--- src/rtl/if_id_fetch_stage.sv ---
// if_id_fetch_stage
// Fetch stage and IF/ID pipeline register for a 5-stage RV32I pipeline.
// Owns the PC, drives the asynchronous-read instruction memory and presents
// {pc, pc+4, instr, valid} to decode. Fetch halts permanently on EBREAK
// until reset.
//
// Ports:
//   clk, rst        clock (rising edge), synchronous active-high reset
//   stall           load-use stall: holds PC and IF/ID
//   flush           taken-branch flush: redirects PC, bubbles IF/ID
//   branch_target   redirect PC (low two bits dropped)
//   imem_addr       instruction memory address (= PC register)
//   imem_rdata      instruction word at imem_addr, same cycle
//   if_id_pc/pc4    PC of IF/ID instruction and that PC + 4
//   if_id_instr     IF/ID instruction word
//   if_id_valid     1 = real instruction, 0 = bubble
//   halted          1 once EBREAK has been latched into IF/ID
//
// Optional feature macro: FETCH_PERF_CNT_EN adds fetch_count (advance edges)
// and flush_count (flush edges, any state), both cleared by rst.
module if_id_fetch_stage #(
  parameter logic [31:0] RESET_PC  = 32'h0000_0000,
  parameter logic [31:0] NOP_INSTR = 32'h0000_0013
) (
  input  logic        clk,
  input  logic        rst,
  input  logic        stall,
  input  logic        flush,
  input  logic [31:0] branch_target,
  output logic [31:0] imem_addr,
  input  logic [31:0] imem_rdata,
  output logic [31:0] if_id_pc,
  output logic [31:0] if_id_pc4,
  output logic [31:0] if_id_instr,
  output logic        if_id_valid,
  output logic        halted
`ifdef FETCH_PERF_CNT_EN
  ,
  output logic [31:0] fetch_count,
  output logic [31:0] flush_count
`endif
);

  localparam logic [31:0] EBREAK = 32'h0010_0073;

  typedef enum logic {
    S_RUN,
    S_HALT
  } state_t;

  state_t      state_q, state_d;
  logic [31:0] pc_q, pc_d;
  logic [31:0] if_id_pc_q, if_id_pc_d;
  logic [31:0] if_id_pc4_q, if_id_pc4_d;
  logic [31:0] if_id_instr_q, if_id_instr_d;
  logic        if_id_valid_q, if_id_valid_d;
  logic        advance;

  // Next-state: flush > (HALT bubbling) > stall > advance.
  always_comb begin
    state_d       = state_q;
    pc_d          = pc_q;
    if_id_pc_d    = if_id_pc_q;
    if_id_pc4_d   = if_id_pc4_q;
    if_id_instr_d = if_id_instr_q;
    if_id_valid_d = if_id_valid_q;
    advance       = 1'b0;

    if (flush) begin
      pc_d          = branch_target & ~32'h3;
      if_id_pc_d    = '0;
      if_id_pc4_d   = '0;
      if_id_instr_d = NOP_INSTR;
      if_id_valid_d = 1'b0;
    end else if (state_q == S_HALT) begin
      // PC frozen; IF/ID keeps the EBREAK only while decode is stalled.
      if (!stall) begin
        if_id_pc_d    = '0;
        if_id_pc4_d   = '0;
        if_id_instr_d = NOP_INSTR;
        if_id_valid_d = 1'b0;
      end
    end else if (!stall) begin
      advance       = 1'b1;
      pc_d          = pc_q + 32'd4;
      if_id_pc_d    = pc_q;
      if_id_pc4_d   = pc_q + 32'd4;
      if_id_instr_d = imem_rdata;
      if_id_valid_d = 1'b1;
      if (imem_rdata == EBREAK) begin
        state_d = S_HALT;
      end
    end
  end

  always_ff @(posedge clk) begin
    if (rst) begin
      state_q       <= S_RUN;
      pc_q          <= RESET_PC;
      if_id_pc_q    <= '0;
      if_id_pc4_q   <= '0;
      if_id_instr_q <= NOP_INSTR;
      if_id_valid_q <= 1'b0;
    end else begin
      state_q       <= state_d;
      pc_q          <= pc_d;
      if_id_pc_q    <= if_id_pc_d;
      if_id_pc4_q   <= if_id_pc4_d;
      if_id_instr_q <= if_id_instr_d;
      if_id_valid_q <= if_id_valid_d;
    end
  end

  assign imem_addr   = pc_q;
  assign if_id_pc    = if_id_pc_q;
  assign if_id_pc4   = if_id_pc4_q;
  assign if_id_instr = if_id_instr_q;
  assign if_id_valid = if_id_valid_q;
  assign halted      = (state_q == S_HALT);

`ifdef FETCH_PERF_CNT_EN
  logic [31:0] fetch_count_q, fetch_count_d;
  logic [31:0] flush_count_q, flush_count_d;

  always_comb begin
    fetch_count_d = fetch_count_q + {31'd0, advance};
    flush_count_d = flush_count_q + {31'd0, flush};
  end

  always_ff @(posedge clk) begin
    if (rst) begin
      fetch_count_q <= '0;
      flush_count_q <= '0;
    end else begin
      fetch_count_q <= fetch_count_d;
      flush_count_q <= flush_count_d;
    end
  end

  assign fetch_count = fetch_count_q;
  assign flush_count = flush_count_q;
`else
  logic advance_unused;
  assign advance_unused = advance;
`endif

endmodule

--- config.mk ---
export PLATFORM = sky130hd
export DESIGN_NAME = if_id_fetch_stage
export DESIGN_NICKNAME = d
export VERILOG_FILES = /design/src/rtl/if_id_fetch_stage.sv
export SDC_FILE = /design/constraint.sdc
export NUM_CORES = 1
export LEC_CHECK = 0
export CORE_UTILIZATION = 47
export CTS_CLUSTER_DIAMETER = 120
export DETAILED_ROUTE_END_ITERATION = 8
export GPL_ROUTABILITY_DRIVEN = 1
export PLACE_DENSITY = 0.83
export SLEW_MARGIN = 20
export SYNTH_ARGS = -nofsm -noshare
export SYNTH_HDL_FRONTEND = slang
export SYNTH_SLANG_ARGS = --single-unit
--- constraint.sdc ---
create_clock -name clk -period 5.7 [get_ports clk]
set_input_delay 0.855 -clock clk [delete_from_list [all_inputs] [get_ports clk]]
set_output_delay 0.855 -clock clk [all_outputs]
set_load 0.005 [all_outputs]
==> flow_metrics.py, run 1 <==
metrics = {
    "drt": {
        "wirelength_um": 15630,
        "drc": 0,
        "wl_per_cell_um": 18.09,
        "drtAntennaViolNets": 0,
        "viasPerCell": 5.626,
        "dr.pass1.iters": 6,
        "vias": 4861,
        "first_iter_violations": 300,
    },
    "worst_setup_path": {
        "cp_max_fo": 57,
        "worstPathRequired_ns": 6.11,
        "worstSetupStartpointType": "input pin",
        "worst-r2r-setup-slack_ns": 3.23,
        "path_buf_inv": 3,
        "max_stage_delay_ns": 0.65,
        "end_kind": "flip-flop",
        "cp_top_family": "simple AND/OR/NAND/NOR gates",
        "cp.arrival_ns": 3.60,
        "cp_slowest_cell": "and2_2",
        "critical_path_class": "in -> reg",
        "rr_worst_depth": 5,
        "cp.depth": 7,
        "path_cells": "clkdlybuf4s50_1, buf_4, nor2_1, and2_2, buf_4, nand2_1, o21ai_0",
        "cp_common_cell": "buf_4",
    },
    "sta": {
        "fin_skew_ns": 0.007230,
        "holdWs_ns": 0.4502,
        "hold_violations": 0,
        "slew_violations": 0,
        "fin_setup_tns_ns": 0,
        "finalCritPeriodShare_pct": 56.00,
        "fmax_ghz": 0.3133,
        "slew_headroom_pct": 28.21,
        "setup_viol": 0,
        "min_period_ns": 3.192,
        "max_slew.worst_pin.slew_ns": 1.074,
        "rsz0062_at_grt": "no",
    },
    "synth": {
        "syn_inst": 550,
        "synth_top_area_cell": "dfxtp_1",
        "synth_flop_cell": "dfxtp_1",
        "syn_area_um2": 5056,
        "async_reset_ff_share_pct": 0,
        "yosys-top-cells-area": "dfxtp_1 (49%), a22o_1 (9.4%), xor2_1 (4.3%)",
        "yosysWarnings": 0,
        "synth_seq_cells": 124,
        "avgSynthCellArea_um2": 9.193,
        "ys_seq_area_share_pct": 49.10,
        "synth_top_area_share_pct": 49.10,
        "synth-edff-count": 0,
        "synth_cell_types": 46,
    },
    "power": {
        "power_leakage_nw": 2.813,
        "ir_drop_v": 0.0001793,
        "p_per_area_nw_per_um2": 294.6,
    },
    "run": {
        "cap_violations": 0,
    },
    "floorplanning": {
        "start_util_pct": 48.76,
        "die_w_um": 105.7,
        "ios": 198,
        "die-area_um2": 11180,
        "coreArea_um2": 10370,
        "die_h_um": 105.7,
        "num_rows": 37,
    },
    "layout": {
        "multiInputGateArea_um2": 2350,
        "antenna_cells": 0,
        "drive_gt1_share_pct": 6.044,
        "fill_cells": 785,
        "final-seq-area_um2": 2482,
        "area_growth_pct": 49.25,
        "nets": 784,
    },
    "cts": {
        "clk_pin_slew_ns": 0.06,
        "clk_latency_ns": 0.51,
        "cts_tree": "done",
        "cts_setup_buffers": 0,
        "cts-root-buf": "clkbuf_8",
        "cts_resized": 0,
        "cts_max_level": 4,
        "cts_sinks": 124,
        "cts_buffers": 17,
        "clockBufferDepth": 2,
        "postCtsHoldBufs": 0,
    },
    "place": {
        "gp_congestion": 0.8309,
        "portBuffers": 189,
        "dp.final_hpwl_um": 10570,
    },
    "global_routing": {
        "grt_pass1_vias": 4837,
        "grt_remaining_overflow": 0,
        "grt_pass1_wl_um": 24960,
        "grt_max_degree": 58,
        "antenna_found_initial": 0,
        "grt_usage_pct": 28.47,
    },
    "hold_path": {
        "hold_depth": 2,
        "hp-class": "reg -> reg",
    },
    "run_status": {
        "status": "complete, no violations",
    },
}
## layer usage
| layer | wire (um) | track usage (%) | vias up |
|---|---|---|---|
| met1 | 6487 | 35.34 | 2289 |
| met4 | 248 | 9.425 | 0 |
| met2 | 7534 | 47.53 | 260 |
| met3 | 1363 | 7.916 | 25 |
| met5 | 0 | 0 | - |
| li1 | - | - | 2287 |
## flip-flops by register name (all words and copies together) (netlist names)
| signal | count |
|---|---|
| if_id_valid | 1 |
| if_id_instr | 32 |
| if_id_pc4 | 30 |
| halted | 1 |
| imem_addr | 30 |
| if_id_pc | 30 |
## cell usage after synthesis, types with 3 or more instances
cell type	number
o21ai_0	30
clkbuf_1	34
a22o_1	54
inv_1	3
xor2_1	25
or3_1	3
dfxtp_1	124
buf_4	6
a211oi_1	14
o22a_1	3
a21oi_1	9
a21o_1	5
buf_2	6
xnor2_1	17
nand4_1	15
and3_1	14
nor3_1	14
nor4_1	10
nand3_1	22
mux2i_1	7
or2_2	3
o31a_1	3
nand2_1	57
and2_1	3
buf_1	5
nor2_1	42
clkbuf_2	3
## cells by family (layout without fill, tap and decap cells)
group,Yosys count,after routing,synth area share (%)
compound gates,126,126,18.39
flops,124,124,49.10
fa+ha+maj,1,1,0.2474
buf+inv,58,231,4.974
other cells,1,6,0.07417
mux,7,7,1.386
simple gates,191,191,18.56
xor+xnor,42,42,7.275
## worst min-delay path, cell delays in order (launching register included)
cell and delay [ns]:
dfxtp_1 0.31, nand2_1 0.05, nand2_1 0.05
## final timing paths
check / start / to
worst min register to register: if_id_pc4[12] / if_id_pc4[12]
worst min-delay path: if_id_pc4[12] / if_id_pc4[12]
worst max register to register: imem_addr[8] / imem_addr[27]
worst max-delay path: rst / if_id_pc4[7]
## layout by cell type (no fill, tap or decap), types with 7 or more instances in the layout
cell type,count
nor4_1,10
xnor2_1,17
and3_1,14
nor3_1,14
dfxtp_1,124
nand4_1,15
clkbuf_16,16
mux2i_1,7
xor2_1,25
a22o_1,54
a211oi_1,14
o21ai_0,30
nor2_1,41
nand3_1,22
a21oi_1,9
nand2_1,57
clkdlybuf4s50_1,189
## cell type report
class	instances	area share [%]
multi-input combinational	373	31.14
clock buffer	21	5.953
inverter	4	0.1990
tap	136	2.255
clock inverter	11	1.890
sequential	124	32.90
timing repair buffer	195	25.67
## power by group
group          internal (W)  leakage [nW]  switching (W)
combinational      0.000127          1.51      0.0000864
sequential         0.000899          1.01      0.0000425
clock              0.000687         0.288       0.000381
## through the flow
stage	setup slack [ns]	cells	total power [W]	cell area, um^2	util, %
2_1_floorplan	3.468	555	0.001034	5075	-
3_3_place_gp	2.062	832	0.001163	6954	67.06
3_5_place_dp	1.999	832	0.001170	6954	67.06
4_1_cts	2.531	864	0.002230	7546	72.77
5_1_grt	2.322	864	0.002296	7546	72.77
6_report	2.508	864	0.002223	7546	72.77
(Power assumes the default switching activity.)
==> run 2, diff against run 1 <==
Settings changed: CORE_UTILIZATION 47 to 39, PLACE_DENSITY 0.83 to 0.74.
Clock period 5.7 ns to 2.9 ns, I/O delays scaled along.
==> flow_metrics.py, run 2 (synthesis gave the netlist of run 1 again) <==
metrics = {
    "hold_path": {
        "hp-start": "if_id_pc4[21]",
        "hold_depth": 2,
        "hp-class": "reg -> reg",
        "hold_path_end": "if_id_pc4[21]",
    },
    "sta": {
        "finalCritPeriodShare_pct": 80.18,
        "fin_setup_tns_ns": 0,
        "max_slew.worst_pin.slew_ns": 0.8583,
        "slew_violations": 0,
        "slew_headroom_pct": 42.25,
        "setup_viol": 0,
        "setup_slack_ns": 0.5747,
        "min_period_ns": 2.325,
        "fmax_ghz": 0.4301,
        "rsz0062_at_grt": "no",
        "fin_skew_ns": 0.01102,
        "hold_violations": 0,
    },
    "worst_setup_path": {
        "worst-r2r-setup-slack_ns": 0.57,
        "end_kind": "flip-flop",
        "worstPathRequired_ns": 3.18,
        "rr_startpoint": "imem_addr[7]",
        "cp_max_fo": 9,
        "critical_path_class": "reg -> reg",
        "rr_worst_depth": 5,
        "r2r_end": "imem_addr[25]",
        "cp_slowest_cell": "or4_1",
        "path_cells": "nand4_1, or4_1, nor3_1, mux2i_1, o21ai_0",
        "cp.arrival_ns": 2.61,
        "max_stage_delay_ns": 0.66,
        "worstSetupStartpointType": "flip-flop",
    },
    "layout": {
        "final-seq-area_um2": 2482,
        "antenna_cells": 0,
        "final_common_cell": "clkdlybuf4s50_1",
        "layout_common_cells": "clkdlybuf4s50_1 (189), dfxtp_1 (124), nand2_1 (57)",
        "drive_gt1_share_pct": 7.785,
        "largest_reg_flops": 32,
        "nets": 802,
        "fill_cells": 1071,
        "utilization_pct": 61.35,
        "area_growth_pct": 53.13,
        "multiInputGateArea_um2": 2350,
    },
    "place": {
        "dp.final_hpwl_um": 11600,
        "portBuffers": 189,
        "place_ws_ns": 0.3998,
        "gp_congestion": 0.9029,
    },
    "power": {
        "p_per_area_nw_per_um2": 573.0,
        "p_int_w": 0.003446,
        "seq_power_share_pct": 41.5,
        "combPwrFrac_pct": 10.2,
        "switching_share_pct": 22.31,
        "clkPwrFrac_pct": 48.4,
        "ir_drop_v": 0.0003541,
        "switching_power_w": 0.0009897,
        "power_leakage_nw": 2.903,
    },
    "floorplanning": {
        "ios": 198,
        "die_w_um": 115.9,
        "start_util_pct": 40.07,
        "num_rows": 41,
        "die_h_um": 115.9,
        "coreArea_um2": 12620,
        "die-area_um2": 13420,
    },
    "global_routing": {
        "grt_max_degree": 29,
        "grt_usage_pct": 24.67,
        "antenna_found_initial": 0,
        "grt_pass1_wl_um": 24850,
        "grt_pass1_vias": 4783,
        "grt_remaining_overflow": 0,
    },
    "cts": {
        "postCtsHoldBufs": 0,
        "cts_sinks": 124,
        "cts_tree": "done",
        "clockBufferDepth": 2,
        "clk_pin_slew_ns": 0.05,
        "cts_max_level": 4,
        "cts_resized": 0,
        "cts-root-buf": "clkbuf_16",
        "cts_buffers": 17,
        "cts_setup_buffers": 0,
        "clk_latency_ns": 0.42,
    },
    "drt": {
        "viasPerCell": 5.244,
        "first_iter_violations": 317,
        "wirelength_um": 15800,
        "dr.pass1.iters": 5,
        "wl_per_cell_um": 17.23,
        "drc": 0,
        "drtAntennaViolNets": 0,
        "vias": 4809,
    },
    "run": {
        "cap_violations": 0,
    },
    "run_status": {
        "status": "complete, no violations",
    },
}
==> run 2: worst max-delay path by stage <==
stage | endpoint | from | depth (start not counted) | slack, ns
6_report | imem_addr[25] | imem_addr[7] | 5 | 0.57
4_1_cts | imem_addr[25] | imem_addr[7] | 5 | 0.58
3_5_place_dp | imem_addr[31] | stall | 7 | 0.40
2_1_floorplan | imem_addr[25] | imem_addr[8] | 7 | 0.96
5_1_grt | imem_addr[21] | imem_addr[2] | 5 | 0.33
3_3_place_gp | imem_addr[31] | stall | 7 | 0.46
==> run 2: layout make-up <==
type | instances | area share, %
flip-flops and latches | 124 | 32.06
well taps | 172 | 2.780
clock inverters | 6 | 1.422
multi-input cells | 373 | 30.35
repair buffers | 213 | 26.92
clock buffers | 25 | 6.270
inverters | 4 | 0.1939
==> run 2: worst max-delay path: cells and delay by family (launching register included) <==
family / cells / cell delay, ns
compound gates: 1 / 0.12
flops: 1 / 0.51
mux: 1 / 0.29
simple gates: 3 / 1.26
==> run 2: per-stage QoR <==
step / instance area, um^2 / power [W] / hold slack (ns) / std cells
3_5_place_dp: 7147 / 0.002323 / 0.4387 / 886
2_1_floorplan: 5075 / 0.002033 / 0.4388 / 555
6_report: 7742 / 0.004436 / 0.4475 / 917
4_1_cts: 7742 / 0.004467 / 0.4465 / 917
3_3_place_gp: 7147 / 0.002312 / 0.4373 / 886
5_1_grt: 7742 / 0.004594 / 0.4718 / 917
==> run 2: power groups by stage <==
stage               registers (W)  logic, W  clock network [W]
global placement          0.00187  0.000442                  0
detailed placement        0.00187  0.000450                  0
CTS                       0.00184  0.000453            0.00218
floorplan                 0.00185  0.000180                  0
finish                    0.00184  0.000451            0.00215
global route              0.00185  0.000489            0.00226
==> run 2: per-layer routing <==
metal	share of wire [%]	global-route usage (%)	vias up
met5	0	0	-
met4	2.0	10.09	0
met3	10	10.77	31
met2	46	38.41	218
met1	42	29.76	2240
li1	-	-	2320
==> run 3, diff against run 2 <==
Settings changed: CORE_UTILIZATION 39 to 44, PLACE_DENSITY 0.74 to 0.79.
Clock period 2.9 ns to 2.2 ns, I/O delays scaled along.
==> flow_metrics.py, run 3 (synthesis gave the netlist of run 1 again) <==
metrics = {
    "sta": {
        "hold_violations": 0,
        "fmax_ghz": 0.4813,
        "min_period_ns": 2.078,
        "fin_setup_tns_ns": 0,
        "slew_violations": 0,
        "setup_slack_ns": 0.1225,
        "finalCritPeriodShare_pct": 94.43,
        "setup_viol": 0,
        "rsz0062_at_grt": "no",
        "fin_skew_ns": 0.009248,
    },
    "worst_setup_path": {
        "cp.arrival_ns": 2.35,
        "r2r_end": "imem_addr[25]",
        "path_cells": "nand4_4, or4_1, nor3_1, mux2i_1, o21ai_0",
        "cp_top_family": "simple AND/OR/NAND/NOR gates",
        "worstSetupStartpointType": "flip-flop",
        "end_kind": "flip-flop",
        "rr_worst_depth": 5,
        "worst-r2r-setup-slack_ns": 0.12,
        "critical_path_class": "reg -> reg",
        "cp_max_fo": 7,
        "worstPathRequired_ns": 2.48,
        "rr_startpoint": "imem_addr[11]",
        "cp_slowest_cell": "or4_1",
        "max_stage_delay_ns": 0.58,
        "path_buf_inv": 0,
    },
    "drt": {
        "wl_per_cell_um": 17.81,
        "wirelength_um": 16110,
        "vias": 5010,
        "dr.pass1.iters": 5,
        "drc": 0,
        "drtAntennaViolNets": 0,
        "viasPerCell": 5.536,
        "first_iter_violations": 249,
    },
    "layout": {
        "multiInputGateArea_um2": 2350,
        "final_common_cell": "clkdlybuf4s50_1",
        "utilization_pct": 71.79,
        "final-seq-area_um2": 2482,
        "nets": 821,
        "drive_gt1_share_pct": 10.72,
        "fill_cells": 831,
        "antenna_cells": 0,
        "layout_common_cells": "clkdlybuf4s50_1 (189), dfxtp_1 (124), nand2_1 (57)",
        "area_growth_pct": 56.62,
        "largest_reg_flops": 32,
    },
    "global_routing": {
        "antenna_found_initial": 0,
        "grt_max_degree": 42,
        "grt_remaining_overflow": 0,
        "grt_pass1_wl_um": 24940,
        "grt_pass1_vias": 4944,
        "grt_usage_pct": 27.32,
    },
    "power": {
        "power_leakage_nw": 3.030,
        "ir_drop_v": 0.0005512,
        "p_total_w": 0.006035,
        "p_per_area_nw_per_um2": 762.1,
    },
    "place": {
        "gp_congestion": 0.9492,
        "dp.final_hpwl_um": 11420,
        "portBuffers": 189,
        "place_ws_ns": 0.06589,
    },
    "cts": {
        "cts_resized": 0,
        "cts_setup_buffers": 0,
        "clk_latency_ns": 0.41,
        "cts_sinks": 124,
        "cts_max_level": 4,
        "clk_pin_slew_ns": 0.06,
        "clockBufferDepth": 2,
        "cts_buffers": 17,
        "postCtsHoldBufs": 0,
        "cts_tree": "done",
        "cts-root-buf": "clkbuf_16",
    },
    "run_status": {
        "status": "complete, no violations",
    },
    "floorplanning": {
        "die_w_um": 109.2,
        "num_rows": 38,
        "start_util_pct": 45.84,
        "ios": 198,
        "coreArea_um2": 11030,
        "die-area_um2": 11920,
        "die_h_um": 109.2,
    },
    "run": {
        "cap_violations": 0,
    },
    "hold_path": {
        "hp-class": "reg -> reg",
        "hold_depth": 2,
        "hp-start": "if_id_pc4[21]",
        "hold_path_end": "if_id_pc4[21]",
    },
}
-- run 3: how the worst max path moves through the flow --
stage / start / to / slack, ns / depth (start not counted)
5_1_grt: imem_addr[11] / imem_addr[21] / 0.03 / 5
4_1_cts: imem_addr[11] / imem_addr[25] / 0.15 / 5
6_report: imem_addr[11] / imem_addr[25] / 0.12 / 5
3_3_place_gp: stall / imem_addr[26] / 0.07 / 6
3_5_place_dp: stall / imem_addr[26] / 0.07 / 6
2_1_floorplan: imem_addr[8] / imem_addr[25] / 0.26 / 7
-- run 3: tightest hold or removal path: cells and delay by family, from the launching register on --
kind | cells | cell delay (ns)
flip-flops | 1 | 0.31
AND/OR/NAND/NOR | 2 | 0.09
-- run 3: stage by stage --
stage / hold slack, ns / cell area, um^2 / cells
2_1_floorplan: 0.4388 / 5075 / 555
3_5_place_dp: 0.4358 / 7287 / 873
3_3_place_gp: 0.4338 / 7287 / 873
4_1_cts: 0.4447 / 7919 / 905
5_1_grt: 0.4623 / 7919 / 905
6_report: 0.4432 / 7919 / 905
-- run 3: routing by layer --
metal | wire length (um) | global-route usage (%) | up-vias
met3 | 1050 | 6.037 | 33
met5 | 0 | 0 | -
li1 | - | - | 2354
met1 | 6709 | 33.03 | 2405
met4 | 346 | 9.905 | 0
met2 | 8007 | 47.39 | 218
-- run 3: power breakdown --
group	switching, W	internal, W	leakage (nW)
Combinational	0.000268	0.000375	1.71
Sequential	0.0000777	0.00233	1.01
Clock	0.00105	0.00194	0.304
-- run 3: area by class of cell --
| cell class | count | share of cell area [%] |
|---|---|---|
| clock buffer | 19 | 5.593 |
| clock inverter | 13 | 2.386 |
| inverter | 4 | 0.1896 |
| multi-input combinational | 373 | 29.67 |
| sequential | 124 | 31.35 |
| tap | 140 | 2.212 |
| timing repair buffer | 232 | 28.60 |
